===== src/rtl/rgb_gray_stream_pkg.sv =====
// rgb_gray_stream shared constants: luma coefficients, rounding, frame size.
// FSM state encoding; also reused by the Sobel data buffer.
package rgb_gray_stream_pkg;

  localparam int ROWS_DEF = 480;
  localparam int COLS_DEF = 360;

  localparam logic [15:0] C_R   = 16'd77;
  localparam logic [15:0] C_G   = 16'd150;
  localparam logic [15:0] C_B   = 16'd29;
  localparam logic [15:0] C_RND = 16'd128;
  localparam int          C_SHIFT = 8;

  typedef enum logic [1:0] {
    IDLE   = 2'd0,
    STREAM = 2'd1,
    DRAIN  = 2'd2
  } state_t;

endpackage


===== src/rtl/rgb_gray_stream_if.sv =====
// Pixel-in / gray-out stream bundle.
// master: pixel source + kernel sink; slave: rgb_gray_stream.
interface rgb_gray_stream_if;

  logic [23:0] rgb_i;
  logic        valid_i;
  logic        ready_o;
  logic [7:0]  data_o;
  logic        we_o;

  modport master (
    output rgb_i, valid_i,
    input  ready_o, data_o, we_o
  );

  modport slave (
    input  rgb_i, valid_i,
    output ready_o, data_o, we_o
  );

endinterface


===== src/rtl/rgb_gray_stream_rgb2gray_pipe.sv =====
// 3-stage RGB->luma datapath: products, rounded sum, shift.
// Ports: clk, rst_n, in_valid, rgb -> out_valid, gray (held when idle).
module rgb2gray_pipe
  import rgb_gray_stream_pkg::*;
(
  input  logic        clk,
  input  logic        rst_n,
  input  logic        in_valid,
  input  logic [23:0] rgb,
  output logic        out_valid,
  output logic [7:0]  gray
);

  logic [15:0] p_r, p_g, p_b;
  logic [15:0] sum;
  logic        v1, v2;

  always_ff @(posedge clk or negedge rst_n) begin
    if (!rst_n) begin
      p_r       <= '0;
      p_g       <= '0;
      p_b       <= '0;
      sum       <= '0;
      gray      <= '0;
      v1        <= 1'b0;
      v2        <= 1'b0;
      out_valid <= 1'b0;
    end else begin
      v1        <= in_valid;
      v2        <= v1;
      out_valid <= v2;
      p_r       <= C_R * {8'd0, rgb[23:16]};
      p_g       <= C_G * {8'd0, rgb[15:8]};
      p_b       <= C_B * {8'd0, rgb[7:0]};
      // peak is 65408, fits 16 bits
      sum       <= p_r + p_g + p_b + C_RND;
      if (v2)
        gray    <= sum[C_SHIFT +: 8];
    end
  end

endmodule


===== src/rtl/rgb_gray_stream.sv =====
// Frame feeder for the Sobel kernel: FSM, pixel counter, flags.
// Ports: clk, rst (async low), start_i, bus (slave), busy_o, done_o, overrun_o.
module rgb_gray_stream
  import rgb_gray_stream_pkg::*;
#(
  parameter int ROWS  = ROWS_DEF,
  parameter int COLS  = COLS_DEF,
  parameter int CNT_W = 18
) (
  input  logic           clk,
  input  logic           rst,
  input  logic           start_i,
  rgb_gray_stream_if.slave bus,
  output logic           busy_o,
  output logic           done_o,
  output logic           overrun_o
);

  localparam logic [CNT_W-1:0] LAST =
    CNT_W'(ROWS * COLS - 1);

  state_t           state;
  logic [CNT_W-1:0] cnt;
  logic [1:0]       dcnt;
  logic             rdy;
  logic             acc;

  assign acc         = bus.valid_i & rdy;
  assign bus.ready_o = rdy;

  always_ff @(posedge clk or negedge rst) begin
    if (!rst) begin
      state     <= IDLE;
      cnt       <= '0;
      dcnt      <= '0;
      rdy       <= 1'b0;
      busy_o    <= 1'b0;
      done_o    <= 1'b0;
      overrun_o <= 1'b0;
    end else begin
      done_o <= 1'b0;
      if (bus.valid_i && !rdy)
        overrun_o <= 1'b1;
      unique case (state)
        IDLE: begin
          if (start_i) begin
            state  <= STREAM;
            cnt    <= '0;
            rdy    <= 1'b1;
            busy_o <= 1'b1;
          end
        end
        STREAM: begin
          if (acc) begin
            if (cnt == LAST) begin
              state <= DRAIN;
              rdy   <= 1'b0;
              dcnt  <= '0;
            end else begin
              cnt <= cnt + 1'b1;
            end
          end
        end
        DRAIN: begin
          // done lines up with the last sample's we_o
          dcnt <= dcnt + 1'b1;
          if (dcnt == 2'd1)
            done_o <= 1'b1;
          if (dcnt == 2'd2) begin
            state  <= IDLE;
            busy_o <= 1'b0;
          end
        end
        default: begin
          state  <= IDLE;
          rdy    <= 1'b0;
          busy_o <= 1'b0;
        end
      endcase
    end
  end

  rgb2gray_pipe u_pipe (
    .clk       (clk),
    .rst_n     (rst),
    .in_valid  (acc),
    .rgb       (bus.rgb_i),
    .out_valid (bus.we_o),
    .gray      (bus.data_o)
  );

endmodule


===== src/flat_wrapper.sv =====
// flat-port wrapper written by rule: the top's interface ports become plain ports
module rgb_gray_stream_flat import rgb_gray_stream_pkg::*;
#(
  parameter int ROWS  = ROWS_DEF,
  parameter int COLS  = COLS_DEF,
  parameter int CNT_W = 18
)
  (clk, rst, start_i, busy_o, done_o, overrun_o, bus_rgb_i, bus_valid_i, bus_ready_o, bus_data_o, bus_we_o);
  rgb_gray_stream_if bus_i ();
  input  logic clk;
  input  logic rst;
  input  logic start_i;
  output logic busy_o;
  output logic done_o;
  output logic overrun_o;
  input wire logic [$bits(bus_i.rgb_i)-1:0] bus_rgb_i;
  input wire logic [$bits(bus_i.valid_i)-1:0] bus_valid_i;
  output wire logic [$bits(bus_i.ready_o)-1:0] bus_ready_o;
  output wire logic [$bits(bus_i.data_o)-1:0] bus_data_o;
  output wire logic [$bits(bus_i.we_o)-1:0] bus_we_o;
  assign bus_i.rgb_i = bus_rgb_i;
  assign bus_i.valid_i = bus_valid_i;
  assign bus_ready_o = bus_i.ready_o;
  assign bus_data_o = bus_i.data_o;
  assign bus_we_o = bus_i.we_o;
  rgb_gray_stream #(.ROWS(ROWS), .COLS(COLS), .CNT_W(CNT_W)) u_core (.clk(clk), .rst(rst), .start_i(start_i), .bus(bus_i), .busy_o(busy_o), .done_o(done_o), .overrun_o(overrun_o));
endmodule

===== config.mk =====
export PLATFORM = sky130hd
export DESIGN_NAME = rgb_gray_stream_flat
export DESIGN_NICKNAME = d
export VERILOG_FILES = /design/src/rtl/rgb_gray_stream_pkg.sv /design/src/rtl/rgb_gray_stream_if.sv /design/src/rtl/rgb_gray_stream_rgb2gray_pipe.sv /design/src/rtl/rgb_gray_stream.sv /design/src/flat_wrapper.sv
export SDC_FILE = /design/constraint.sdc
export NUM_CORES = 1
export LEC_CHECK = 0
export ABC_AREA = 1
export CORE_MARGIN = 4
export CORE_UTILIZATION = 65
export DETAILED_ROUTE_END_ITERATION = 6
export PLACE_DENSITY = 0.83
export SYNTH_ARGS = -nofsm -noshare
export SYNTH_HDL_FRONTEND = slang
export SYNTH_HIERARCHICAL = 1
export SYNTH_SLANG_ARGS = --single-unit

===== constraint.sdc =====
create_clock -name clk -period 6.9 [get_ports clk]
set_input_delay 0.69 -clock clk [delete_from_list [all_inputs] [get_ports clk]]
set_output_delay 0.69 -clock clk [all_outputs]
set_load 0.005 [all_outputs]

==> results by group, run 1 <==
Clocking
  – CTS Buf Count: 9
  – Hold_buf cts: 0
  – Cts repair resizes: 0
  – Postcts setup bufs: 0
  – Clk_lat worst skew: 0.34 ns
  – CTS Root Cell: clkbuf_16
  – Reg clk slew, reported paths: 0.07 ns
  – CTS tree: yes
  – CTS Sinks: 88
  – H-Tree Level Count: 3
  – Deepest clock path buffer count: 2

STA
  – Final slew viol count: 0
  – Max_slew headroom: 57.57%
  – TNS Setup: 0 ns
  – # setup viols final: 0
  – Hold Slack: 0.2864 ns
  – RSZ-0062 raised after global routing: false
  – Fin crit period: 3.835 ns
  – Hold Violations, Final: 0
  – Least-Margin Pin Slew: 0.6365 ns
  – Peak Freq: 260.8 MHz
  – Skew final: 0.01270 ns
  – Period utilization: 55.57%

Floorplan
  – Core area: 0.01137 mm^2
  – IO Pins: 41
  – Die footprint: 0.01340 mm^2
  – Rows: 39
  – Die Wd: 115.8 um
  – Starting Density: 66.38%
  – Die height: 115.8 um

Global route
  – First-pass GRT wire length: 26.69 mm
  – Largest net degree at the start of global routing: 52
  – Initial antenna violation count: 0
  – Vias in the first global route: 5,902
  – Grt ovf: 0
  – Global Route Usage Sum: 25.07%

Power and ir drop
  – Leak Pwr: 4.611 nW
  – Pwr Total: 3.862 mW
  – Max VDD drop: 429.5 uV
  – Power density over the cells: 458.4 mW/mm^2

Finish
  – Antenna fix cells: 0
  – Cell area after layout: 0.008426 mm^2
  – Most frequent cells in the layout: nand2_1 (204), inv_1 (182), ha_1 (128), dfrtp_1 (88), nor2_1 (57)
  – Share of post-route cells with drive strength above 1: 4.697%
  – Leading cell type in the layout, fill and taps excluded: nand2_1
  – Nets: 1,147
  – Layout Utilization: 74.11%
  – Area Overhead vs Synth: 11.64%

Synthesis
  – Asr flop ratio synth: 100.0%
  – Main synth FF type: dfrtp_1
  – Synth cell types: 35
  – Net Count, Synth: 1,100
  – Syn Std Cell Area: 0.007547 mm^2
  – Post-synthesis sequential area ratio: 29.18%
  – Register bit count reported by yosys: 88
  – Post-synth EDFFs: 0
  – Synth warn: 6
  – Cells after Synth: 906
  – Syn Area/Cell: 8.330 um^2

Detailed routing
  – # DRC: 0
  – Initial DRC Count: 527
  – Final ANT Viol Nets: 0
  – Drt first pass iters: 6
  – Vias per inst: 5.364
  – Final WL: 15.60 mm
  – Drt wl/cell: 14.17 um
  – Total vias in the final route: 5,906

Critical path
  – Max FO, Critical Path: 5
  – R2R Setup Slk: 4.35 ns
  – Slowest cell on the critical path: clkdlybuf4s50_1
  – Data arrival, critical path: 4.11 ns
  – CP required: 7.17 ns
  – Worst Setup Start Kind: input pin
  – Crit Path Category: in2reg
  – Most used cell, CP: nand2_1
  – Worst path cell trace: clkdlybuf4s50_1 > ha_1 > ha_1 > inv_1 > fa_1 > fa_1 > inv_1 > ha_1 > nand2_1 > o21ai_0 > nand2_1 > nand3_1 > nand2_1 > nand2_1
  – Worst setup EP type: flip-flop
  – Max incr delay on CP: 0.59 ns

Placement
  – DP HPWL: 12.07 mm
  – Gpl congestion: 0.9621
  – Placed Area: 0.008089 mm^2
  – I/O Buffers: 40

Run status
  – Status: finished clean

Hold path
  – Worst hold path class: in2async

Flow run
  – Max cap viols: 0
[final cells by class]
cell class / count / area [um^2]
multi-input combinational: 629 / 4611
fill: 833 / 2944
sequential: 88 / 2202
inverter: 184 / 691.9
timing repair buffer: 41 / 405.4
clock buffer: 10 / 239.0
tap: 143 / 178.9
clock inverter: 6 / 97.59
[through the flow]
stage	std cells	setup WS, ns
final	1101	3.065
after global routing	1101	2.961
after CTS	1101	3.111
after detailed placement	1085	2.878
after global placement	1085	2.953
after floorplan	906	3.631
[metal layers]
metal / vias up / part of all wire (%) / global-route usage [%]
met2: 163 / 51 / 44.48
met5: - / 0 / 0
li1: 2964 / - / -
met1: 2740 / 42 / 31.40
met3: 39 / 4.0 / 3.499
met4: 0 / 3.1 / 8.894
[state kept, by name, indices dropped and copies added (netlist names), 2 cells and up]
register and count:
u_core/u_pipe/gray 8, u_core/u_pipe/p_g 15, u_core/state 2, u_core/u_pipe/p_r 15, u_core/u_pipe/p_b 13, u_core/dcnt 2
u_core/u_pipe/sum 8, u_core/cnt 18
[power by group]
part	switching, mW	internal, mW	leakage [nW]
Sequential	0.0872	0.700	1.08
Combinational	1.59	0.945	3.36
Clock	0.209	0.333	0.166
Total	1.88	1.98	4.61
[critical path: cells and delay by family]
family                   cells  cell delay, ns
buffers and inverters        3            0.68
AND/OR/NAND/NOR              5            0.48
AO/OA/AOI/OAI                1            0.32
adder cells (fa/ha/maj)      5            1.93
[cell usage after synthesis, types with 2 or more instances]
cell type,count,share of area [%]
fa_1,38,10
nand3_1,55,3.6
nand4_1,15,1.2
o21bai_1,8,0.80
nand2_1,204,10
o21ai_2,6,0.70
ha_1,128,21
inv_1,182,9.1
nand2_2,2,0.17
xor2_1,21,2.4
buf_6,3,0.45
a21oi_1,32,2.1
mux2_2,8,1.2
nor2_1,57,2.8
xnor2_1,7,0.81
o21ai_0,28,1.9
nor3_1,3,0.20
dfrtp_1,88,29
o21ai_1,2,0.13
or2_2,4,0.33
[cells by family (layout without fill, tap and decap cells)]
logic type	count (synthesis)	after routing	synth area share [%]
muxes	8	8	1.194
AOI/OAI and AO/OA	80	80	6.018
xor gates and xnor gates	28	28	3.249
DFF	88	88	29.18
and+or+nand+nor	347	347	19.33
adders and majority gates	166	166	31.30
buffers and inverters	189	241	9.731
[path summary, 6_finish.rpt]
check | startpoint | endpoint | depth (start not counted)
worst max register to register | u_core/u_pipe/p_r[9] | u_core/u_pipe/sum[15] | 13
max in group asynchronous | rst | u_core/u_pipe/p_r[7] | 2
min in group clk | u_core/u_pipe/v1 | u_core/u_pipe/v2 | 0
worst min register to register | u_core/u_pipe/v1 | u_core/u_pipe/v2 | 0
worst max-delay path | bus_rgb_i[14] | u_core/u_pipe/p_g[14] | 14
worst min-delay path | rst | u_core/cnt[16] | 1
(Power assumes the default switching activity.)
==> run 2, diff against run 1 <==
--- a/config.mk
+++ b/config.mk
@@ -7,9 +7,9 @@
 export LEC_CHECK = 0
 export ABC_AREA = 1
 export CORE_MARGIN = 4
-export CORE_UTILIZATION = 65
+export CORE_UTILIZATION = 56
 export DETAILED_ROUTE_END_ITERATION = 6
-export PLACE_DENSITY = 0.83
+export PLACE_DENSITY = 0.75
 export SYNTH_ARGS = -nofsm -noshare
 export SYNTH_HDL_FRONTEND = slang
 export SYNTH_HIERARCHICAL = 1
==> constraint.sdc (replaced) <==
create_clock -name clk -period 3.35 [get_ports clk]
set_input_delay 0.335 -clock clk [delete_from_list [all_inputs] [get_ports clk]]
set_output_delay 0.335 -clock clk [all_outputs]
set_load 0.005 [all_outputs]
==> run 2 against run 1 <==
Die area increased by 15%. Final cell count up 5.8%. Clock power is 100% higher. Total power increased by 110%.
==> results by group, run 2 (same netlist as run 1, synthesis figures left out) <==
Run status
  – Status: finished clean (unchanged)

Clocking
  – CTS Buf Count: 9 (unchanged)
  – Postcts setup bufs: 0 (unchanged)
  – Deepest clock path buffer count: 2 (unchanged)
  – CTS Root Cell: clkbuf_16 (unchanged)
  – Clk_lat worst skew: 0.34 ns (about the same)
  – H-Tree Level Count: 3 (unchanged)
  – CTS Sinks: 88 (unchanged)
  – CTS tree: yes (unchanged)
  – Reg clk slew, reported paths: 0.07 ns (about the same)

Finish
  – Share of post-route cells with drive strength above 1: 8.190% (was 4.697%)
  – Most frequent cells in the layout: nand2_1 (203), inv_1 (182), ha_1 (127), dfrtp_1 (88), nor2_1 (56) (was nand2_1 (204), inv_1 (182), ha_1 (128), dfrtp_1 (88), nor2_1 (57))
  – Max FFs per register: 18 (unchanged)
  – Biggest regs: u_core/cnt (18), u_core/u_pipe/p_g (15), u_core/u_pipe/p_r (15) (unchanged)
  – Cell area after layout: 0.008725 mm^2 (was 0.008426 mm^2)
  – Antenna fix cells: 0 (unchanged)
  – Finished Layout Cells: 1,165 (was 1,101)
  – Largest Register: u_core/cnt (unchanged)
  – Leading cell type in the layout, fill and taps excluded: nand2_1 (unchanged)
  – Nets: 1,178 (was 1,147)
  – Area Overhead vs Synth: 15.60% (was 11.64%)

STA
  – Fin crit period: 3.136 ns
  – RSZ-0062 raised after global routing: false (unchanged)
  – Hold Slack: 0.1832 ns (was 0.2864 ns)
  – Max_slew headroom: 29.14% (was 57.57%)
  – Hold Violations, Final: 0 (unchanged)
  – # setup viols final: 0 (unchanged)
  – TNS Setup: 0 ns (unchanged)
  – Final slew viol count: 0 (unchanged)
  – Peak Freq: 318.8 MHz
  – Least-Margin Pin Slew: 1.063 ns (was 0.6365 ns)
  – Skew final: 0.005125 ns (was 0.01270 ns)
  – Period utilization: 93.63%

Global route
  – Grt ovf: 0 (unchanged)
  – Global Route Usage Sum: 20.13% (was 25.07%)
  – Vias in the first global route: 5,700 (was 5,902)
  – Largest net degree at the start of global routing: 89 (was 52)
  – First-pass GRT wire length: 24.85 mm (was 26.69 mm)
  – Initial antenna violation count: 0 (unchanged)

Detailed routing
  – Final ANT Viol Nets: 0 (unchanged)
  – Total vias in the final route: 5,861 (was 5,906)
  – Final WL: 14.45 mm (was 15.60 mm)
  – # DRC: 0 (unchanged)
  – Drt wl/cell: 12.41 um (was 14.17 um)
  – Vias per inst: 5.031 (was 5.364)
  – Initial DRC Count: 330 (was 527)
  – Drt first pass iters: 4 (was 6)

Floorplan
  – Core area: 0.01324 mm^2 (was 0.01137 mm^2)
  – Die footprint: 0.01540 mm^2 (was 0.01340 mm^2)
  – Die height: 124.1 um (was 115.8 um)
  – Die Wd: 124.1 um (was 115.8 um)
  – IO Pins: 41 (unchanged)
  – Starting Density: 56.99% (was 66.38%)
  – Rows: 42 (was 39)

Critical path
  – Crit Path Category: in2reg (unchanged)
  – Max incr delay on CP: 0.51 ns (was 0.59 ns)
  – Worst setup EP type: flip-flop (unchanged)
  – Data arrival, critical path: 3.37 ns (was 4.11 ns)
  – Slowest cell on the critical path: fa_1 (was clkdlybuf4s50_1)
  – Worst Setup Start Kind: input pin (unchanged)
  – CP required: 3.58 ns (was 7.17 ns)
  – Top Family by Delay on Critical Path: adder cells (unchanged)
  – Critical path buffer and inverter count: 3 (unchanged)
  – Worst path cell trace: clkdlybuf4s50_1 > ha_1 > ha_1 > inv_1 > fa_1 > fa_1 > inv_1 > ha_1 > nand2_1 > o21ai_0 > nand2_1 > nand4_1 > nand2_1 (was clkdlybuf4s50_1 > ha_1 > ha_1 > inv_1 > fa_1 > fa_1 > inv_1 > ha_1 > nand2_1 > o21ai_0 > nand2_1 > nand3_1 > nand2_1 > nand2_1)
  – Max FO, Critical Path: 4 (was 5)

Power and ir drop
  – Leak Pwr: 4.762 nW (was 4.611 nW)
  – Power density over the cells: 913.3 mW/mm^2 (was 458.4 mW/mm^2)
  – Max VDD drop: 640.6 uV (was 429.5 uV)

Flow run
  – Max cap viols: 0 (unchanged)

Placement
  – DP HPWL: 11.81 mm (was 12.07 mm)
  – Placed Instances: 1,149 (was 1,085)
  – Placed Area: 0.008363 mm^2 (was 0.008089 mm^2)
  – I/O Buffers: 40 (unchanged)
  – Gpl congestion: 0.9357 (was 0.9621)

Hold path
  – Worst hold path class: in2async (unchanged)
==> run 2: cell types whose count changed in the layout (fill, tap and decap cells not counted) <==
cell	change
a21oi_1	-1
a21oi_2	+1
buf_4	+31
ha_1	-1
ha_4	+1
nand2_1	-1
nand2_2	+1
nor2_1	-1
nor2_2	+1
o21ai_1	-1
o21ai_2	+1
==> run 2: cell type report <==
type / count / area, um^2
well taps: 176 / 220.2
inverters: 184 / 691.9
fillers: 1116 / 4518
repair buffers: 72 / 638.1
flip-flops and latches: 88 / 2202
clock buffers: 10 / 239.0
multi-input cells: 629 / 4636
clock inverters: 6 / 97.59
==> run 2: worst paths after layout <==
| kind | from | endpoint | slack [ns] | cells past startpoint |
|---|---|---|---|---|
| min in group clk | u_core/u_pipe/v1 | u_core/u_pipe/v2 | 0.36 | 0 |
| worst min-delay path | rst | u_core/u_pipe/gray[1] | 0.18 | 1 |
| max in group asynchronous | rst | u_core/u_pipe/p_b[7] | 2.48 | 1 |
| worst min register to register | u_core/u_pipe/v1 | u_core/u_pipe/v2 | 0.36 | 0 |
| worst max-delay path | bus_rgb_i[12] | u_core/u_pipe/p_g[14] | 0.21 | 13 |
| worst max register to register | u_core/u_pipe/p_r[9] | u_core/u_pipe/sum[14] | 0.84 | 11 |
==> run 2: metrics by stage <==
stage | power (mW) | setup slack (ns) | util (%)
floorplan | 5.468 | 0.4358 | -
global placement | 6.639 | -0.1125 | 63.15
detailed placement | 6.772 | -0.2187 | 63.15
CTS | 7.960 | 0.1478 | 65.69
global route | 8.871 | 0.01839 | 65.88
finish | 7.968 | 0.2135 | 65.88
==> run 2: routing by layer <==
layer	vias to the layer above	routed length, um	global-route usage, %
li1	3021	-	-
met1	2705	6595	26.02
met2	113	7170	35.44
met3	22	426	3.134
met4	0	260	4.928
met5	-	0	0
==> run 2: worst reg2reg max path, delay by kind of cell, from the launching register on <==
family / cells / cell delay [ns]
buf+inv: 2 / 0.10
fa+ha+maj: 3 / 1.17
flops: 1 / 0.35
compound gates: 2 / 0.44
simple gates: 4 / 0.35
==> run 2: power by group <==
group          internal (mW)  total, mW  leakage [nW]  switching [mW]
Sequential              1.44       1.61          1.08           0.170
Clock                  0.685       1.11         0.166           0.424
Combinational           2.05       5.25          3.51            3.19
==> run 2: repair_timing <==
action	CTS	global route
resized for setup	0	5
hold buffers	0	0
endpoints found under the setup margin	0	2
hold endpoints to repair	0	0
